**config.mk**
```make
export PLATFORM = sky130hd
export DESIGN_NAME = clk_period_monitor
export DESIGN_NICKNAME = d
export VERILOG_FILES = /design/src/rtl/clk_period_monitor.sv
export SDC_FILE = /design/constraint.sdc
export NUM_CORES = 1
export LEC_CHECK = 0
export BUFFER_PORTS_ARGS = -buffer_cell sky130_fd_sc_hd__buf_2
export CAP_MARGIN = 5
export CORE_MARGIN = 2
export CORE_UTILIZATION = 40
export CTS_BUF_LIST = sky130_fd_sc_hd__clkbuf_2
export DETAILED_ROUTE_END_ITERATION = 8
export GPL_ROUTABILITY_DRIVEN = 0
export GPL_TIMING_DRIVEN = 0
export PLACE_DENSITY_LB_ADDON = 0.15
export SETUP_SLACK_MARGIN = 0.1
export SLEW_MARGIN = 20
export SYNTH_ARGS = -nofsm -noshare
export SYNTH_HDL_FRONTEND = slang
export SYNTH_SLANG_ARGS = --single-unit
```
**constraint.sdc**
```tcl
create_clock -name clk_300 -period 2.53 [get_ports clk_300]
set_clock_uncertainty 0.2 [all_clocks]
set_input_delay 0.1265 -clock clk_300 [delete_from_list [all_inputs] [get_ports clk_300]]
set_output_delay 0.1265 -clock clk_300 [all_outputs]
set_load 0.05 [all_outputs]
```
**src/rtl/clk_period_monitor.sv**
```systemverilog
// clk_period_monitor
//   Measures the period of a slow, asynchronous input (e.g. a divided clock
//   looped back through a pin) in cycles of the 300 MHz system clock.
//   Each measured period is reported together with a tolerance check.
//   A lock indication asserts after LOCK_COUNT consecutive good periods.
//   A sticky timeout flag asserts if the input stops toggling.
//
//   Optional feature macro: CLK_MON_MINMAX_EN
//     When defined, adds period_min / period_max outputs and a minmax_clear
//     input that track the extremes of the reported periods.
//
//   Handshake: period_valid is a single-cycle strobe with no back-pressure.
//   period / in_range are valid whenever period_valid is high and hold their
//   value until the next strobe. locked and timeout are level outputs.
//
//   SYNC_STAGES must be >= 2. TIMEOUT must be < 2**CNT_W so the counter can
//   never wrap before the timeout fires.

module clk_period_monitor #(
    parameter int CNT_W       = 30,
    parameter int EXP_PERIOD  = 200000000,
    parameter int TOL         = 1000000,
    parameter int TIMEOUT     = 400000000,
    parameter int LOCK_COUNT  = 3,
    parameter int SYNC_STAGES = 2
) (
    input  logic             clk_300,
    input  logic             reset,
    input  logic             mon_in,
    output logic [CNT_W-1:0] period,
    output logic             period_valid,
    output logic             in_range,
    output logic             locked,
    output logic             timeout
`ifdef CLK_MON_MINMAX_EN
    ,
    output logic [CNT_W-1:0] period_min,
    output logic [CNT_W-1:0] period_max,
    input  logic             minmax_clear
`endif
);

    // ------------------------------------------------------------------
    // Derived constants
    // ------------------------------------------------------------------
    localparam int LOCK_W = (LOCK_COUNT < 1) ? 1 : $clog2(LOCK_COUNT + 1);

    // Range bounds are one bit wider than the counter so EXP_PERIOD+TOL
    // cannot overflow for periods close to the counter limit.
    localparam logic [CNT_W:0]    RANGE_LO    = (CNT_W + 1)'(EXP_PERIOD - TOL);
    localparam logic [CNT_W:0]    RANGE_HI    = (CNT_W + 1)'(EXP_PERIOD + TOL);
    localparam logic [CNT_W-1:0]  TIMEOUT_CNT = CNT_W'(TIMEOUT);
    localparam logic [LOCK_W-1:0] LOCK_MAX    = LOCK_W'(LOCK_COUNT);
    localparam logic [CNT_W-1:0]  CNT_ONE     = CNT_W'(1);
    localparam logic [LOCK_W-1:0] LOCK_ONE    = LOCK_W'(1);

    // ------------------------------------------------------------------
    // Measurement FSM states
    //   S_IDLE    : waiting for the first rising edge, counter held at 0
    //   S_MEASURE : counting cycles between consecutive rising edges
    // ------------------------------------------------------------------
    typedef enum logic {
        S_IDLE    = 1'b0,
        S_MEASURE = 1'b1
    } state_t;

    state_t state_q;
    state_t state_d;

    // ------------------------------------------------------------------
    // Synchroniser and rising-edge detector
    // ------------------------------------------------------------------
    logic [SYNC_STAGES-1:0] sync_q;
    logic                   prev_q;
    logic                   synced;
    logic                   rise_det;

    assign synced   = sync_q[SYNC_STAGES-1];
    // prev_q clears to 0 on reset, so an input that is already high is seen
    // as a rising edge once it has passed through the synchroniser.
    assign rise_det = synced & ~prev_q;

    // Shift mon_in through the synchroniser chain and keep the previous
    // synchronised value for edge detection.
    always_ff @(posedge clk_300) begin
        if (reset) begin
            sync_q <= '0;
            prev_q <= 1'b0;
        end else begin
            sync_q <= {sync_q[SYNC_STAGES-2:0], mon_in};
            prev_q <= synced;
        end
    end

    // ------------------------------------------------------------------
    // Measurement datapath registers
    // ------------------------------------------------------------------
    logic [CNT_W-1:0]  cnt_q,      cnt_d;
    logic [CNT_W-1:0]  period_q,   period_d;
    logic              valid_q,    valid_d;
    logic              in_range_q, in_range_d;
    logic [LOCK_W-1:0] lock_q,     lock_d;
    logic              timeout_q,  timeout_d;
    logic              cnt_in_range;

    // Tolerance window test applied to the running count at the edge.
    assign cnt_in_range = ({1'b0, cnt_q} >= RANGE_LO) &&
                          ({1'b0, cnt_q} <= RANGE_HI);

    // Next-state logic: counting, period capture, lock tracking, timeout.
    always_comb begin
        state_d    = state_q;
        cnt_d      = cnt_q;
        period_d   = period_q;
        valid_d    = 1'b0;
        in_range_d = in_range_q;
        lock_d     = lock_q;
        timeout_d  = timeout_q;

        case (state_q)
            S_IDLE: begin
                cnt_d = '0;
                // The first edge only starts a measurement; nothing is
                // reported because there is no previous edge to measure from.
                if (rise_det) begin
                    cnt_d   = CNT_ONE;
                    state_d = S_MEASURE;
                end
            end

            S_MEASURE: begin
                if (rise_det) begin
                    // An edge on the same cycle as cnt == TIMEOUT wins, so
                    // this branch is checked first.
                    period_d   = cnt_q;
                    valid_d    = 1'b1;
                    in_range_d = cnt_in_range;
                    if (cnt_in_range) begin
                        lock_d = (lock_q == LOCK_MAX) ? lock_q : (lock_q + LOCK_ONE);
                    end else begin
                        lock_d = '0;
                    end
                    cnt_d = CNT_ONE;
                end else if (cnt_q == TIMEOUT_CNT) begin
                    // Input stopped: flag it (sticky), drop lock, and wait
                    // for the input to restart. period/in_range hold.
                    timeout_d = 1'b1;
                    lock_d    = '0;
                    cnt_d     = '0;
                    state_d   = S_IDLE;
                end else begin
                    cnt_d = cnt_q + CNT_ONE;
                end
            end

            default: begin
                state_d = S_IDLE;
                cnt_d   = '0;
            end
        endcase
    end

    // State and datapath registers with synchronous active-high reset.
    always_ff @(posedge clk_300) begin
        if (reset) begin
            state_q    <= S_IDLE;
            cnt_q      <= '0;
            period_q   <= '0;
            valid_q    <= 1'b0;
            in_range_q <= 1'b0;
            lock_q     <= '0;
            timeout_q  <= 1'b0;
        end else begin
            state_q    <= state_d;
            cnt_q      <= cnt_d;
            period_q   <= period_d;
            valid_q    <= valid_d;
            in_range_q <= in_range_d;
            lock_q     <= lock_d;
            timeout_q  <= timeout_d;
        end
    end

    // ------------------------------------------------------------------
    // Outputs
    // ------------------------------------------------------------------
    assign period       = period_q;
    assign period_valid = valid_q;
    assign in_range     = in_range_q;
    assign timeout      = timeout_q;
    // lock_q is updated on the same edge as period_q, so locked falls in
    // the very cycle period_valid reports an out-of-range period.
    assign locked       = (lock_q == LOCK_MAX) && !timeout_q;

`ifdef CLK_MON_MINMAX_EN
    // ------------------------------------------------------------------
    // Min/max period tracking
    //   Cleared state is min = all ones, max = 0, so the first reported
    //   period after reset/clear naturally loads both through the compare.
    // ------------------------------------------------------------------
    logic [CNT_W-1:0] min_q, min_d;
    logic [CNT_W-1:0] max_q, max_d;

    // Track extremes on each new period; a coincident clear loads both
    // from the new period instead of discarding it.
    always_comb begin
        min_d = min_q;
        max_d = max_q;
        if (valid_d) begin
            if (minmax_clear) begin
                min_d = period_d;
                max_d = period_d;
            end else begin
                if (period_d < min_q) min_d = period_d;
                if (period_d > max_q) max_d = period_d;
            end
        end else if (minmax_clear) begin
            min_d = '1;
            max_d = '0;
        end
    end

    // Min/max registers; reset to the cleared state.
    always_ff @(posedge clk_300) begin
        if (reset) begin
            min_q <= '1;
            max_q <= '0;
        end else begin
            min_q <= min_d;
            max_q <= max_d;
        end
    end

    assign period_min = min_q;
    assign period_max = max_q;
`endif

endmodule

```
==> results.yml <==
run_status:
  status: "completed"
sta:
  setup_viol: 0
  period_needed_ps: 2470
  relSlewSlack_pct: 61.8
  clock.fmax_ghz: 0.404
  rsz0062_at_grt: "true"
  hold_viol: 0
  holdWs_ps: 262
  period_share_pct: 97.8
  worst_pin_slew_ps: 572
  drv_slew: 0
detailed_routing:
  routed_wl_um: 6730
  dr.pass1.iters: 4
  drt_iter0_markers: 86
  viasPerCell: 4.97
  drc: 0
  post_drt_wl_per_cell_um: 12.8
  ant_nets: 0
  dr_total_vias: 2621
die:
  die_h_um: 90.3
  start_util_pct: 41.3
  core_area_sq_um: 7210
  num_rows: 31
  die_x_um: 90.3
  pin_count: 37
  die_area_sq_um: 8150
critical_path:
  crit_fanout: 4
  r2r_slack_ps: 60
  crit_arrival_ps: 2720
  timing.rr.start: "cnt_q[7]"
  start_kind: "flip-flop"
  endpoint_kind: "flip-flop"
  regToRegEndpoint: "lock_q[0]"
  required_ps: 2770
  worst-setup-path-type: "flip-flop to flip-flop"
  r2r_cells: 7
placed_design:
  post-dp-hpwl_um: 4730
  placement.io_buffers: 36
min_path:
  min_path_type: "flip-flop to flip-flop"
  worstHoldStart: "period[11]"
  hold_end: "period[11]"
  hold-path-cell-count: 2
synth:
  async_flop_share_pct: 0
  synthFlopType: "dfxtp_1"
  synth_warnings: 0
  yosysSeqAreaShare_pct: 46.4
  synth_edf_count: 0
  syn_inst: 367
  syn_nets: 373
  synth-seq-cells: 69
  synth_area_per_cell_sq_um: 8.11
  ys_types: 42
  synth_area_sq_um: 2980
global_route:
  top_usage_layer: "met2"
  grt.total_usage_pct: 17.5
  globalRouteMet3Util_pct: 5.59
  grt_pass1_wl_um: 11500
  grt_overflow: 0
  antenna_found_initial: 0
  grt_start_max_net_pins: 12
  grt_pass1_vias: 2491
  use_met1_pct: 21.9
  use_met2_pct: 28.3
layout:
  final_common_cell: "nand2_1"
  multi_input_area_sq_um: 1520
  n_fill_cell: 742
  layout.nets: 429
  layout_common_cells: "76 x nand2_1, 65 x dfxtp_1, 45 x nor2_1"
  antenna_cells: 0
  drive_gt1_share_pct: 21.7
  area_growth_pct: 19.9
  utilization_pct: 49.5
  regArea_sq_um: 1390
cts:
  root_buffer: "clkbuf_2"
  clkTransAtPathRegs_ps: 180
  cts_made_buffers: 9
  htree_levels: 3
  insertion_delay_ps: 500
  cts.sinks: 69
  cts_tree: "built"
  clk_path_buf_depth: 2
pwr:
  vdd_drop_max_mv: 0.223
  p_leak_nw: 1.27
  power_density_nw_per_um2: 487
job:
  cap_viol_max_count: 0
[power by group]
group / total [mW] / internal, mW / switching, mW / leakage (nW)
registers: 1.10 / 1.09 / 0.00368 / 0.558
clock network: 0.603 / 0.223 / 0.380 / 0.0729
logic: 0.0402 / 0.0131 / 0.0271 / 0.640
[how the worst max path moves through the flow]
stage | to | slack, ps | cells past startpoint | startpoint
after floorplan | lock_q[0] | 130 | 7 | cnt_q[6]
after global placement | lock_q[1] | -260 | 6 | cnt_q[15]
after detailed placement | lock_q[1] | -280 | 6 | cnt_q[18]
after CTS | lock_q[1] | 90 | 7 | cnt_q[6]
after global routing | cnt_q[10] | -50 | 9 | cnt_q[6]
final | lock_q[0] | 60 | 7 | cnt_q[7]
[kinds of logic (layout without fill, tap and decap cells)]
kind of cell,after synthesis,in the layout,synth area share [%]
flip-flops,69,69,46.4
XOR/XNOR,27,27,7.94
AO/OA/AOI/OAI,50,50,10.3
AND/OR/NAND/NOR,183,183,28.7
adder cells (fa/ha/maj),3,3,1.26
buffers and inverters,35,96,5.38
[metrics by stage]
step	cells	cell area, sq um	setup TNS, ps	power (mW)	worst slack, ps
after detailed placement	502	3280	-3910	1.15	-279
after floorplan	367	2980	0	1.14	125
final	527	3570	0	1.74	55.3
after global placement	502	3280	-4140	1.15	-256
after CTS	525	3510	0	1.77	92.8
after global routing	527	3570	-264	1.82	-48.0
[synthesized netlist by cell type, drive strengths merged (4+ instances only)]
cell type | instances | area, sq um
nor3 | 7 | 40.0
clkbuf | 19 | 71.3
nor2 | 45 | 169
a21oi | 32 | 160
nor2b | 5 | 31.3
nand4 | 11 | 68.8
nor4 | 8 | 50.1
nand3 | 15 | 75.1
buf | 8 | 58.8
xnor2 | 19 | 166
inv | 8 | 30.0
dfxtp | 69 | 1380
and4 | 4 | 36.3
nand2 | 76 | 285
xor2 | 8 | 70.1
[state kept, by name, summed over array words and instances (netlist names)]
name          flops
cnt_q            30
period           30
lock_q            2
sync_q            2
in_range          1
period_valid      1
prev_q            1
state_q           1
timeout           1
[per-layer routing]
| layer | up-vias | part of all wire (%) | wire length, um |
|---|---|---|---|
| li1 | 1351 | - | - |
| met1 | 1211 | 47 | 3190 |
| met2 | 47 | 47 | 3180 |
| met3 | 12 | 3.3 | 221 |
| met4 | 0 | 2.1 | 139 |
| met5 | - | 0 | 0 |
[worst max-delay path: stages, from the launching register on]
cell and delay [ps]:
dfxtp_2 360, buf_6 120, o41ai_2 340, nand2_1 110
a311o_1 360, a221o_1 330, or4_1 470, a31oi_1 130
[final cells by class]
cell class	instances	area share [%]
buffer	26	4.00
clock buffer	10	1.40
clock inverter	6	1.51
inverter	8	0.841
multi-input combinational	263	42.6
sequential	69	38.8
tap	99	3.47
timing repair buffer	46	7.36
[timing repair]
item,CTS,global route
gates cloned,0,0
hold endpoints to repair,48,0
gates resized for setup,18,11
setup endpoints to repair,31,24
setup buffers,5,2
pin swaps,10,1
hold buffers,3,0
(Power assumes the default switching activity.)
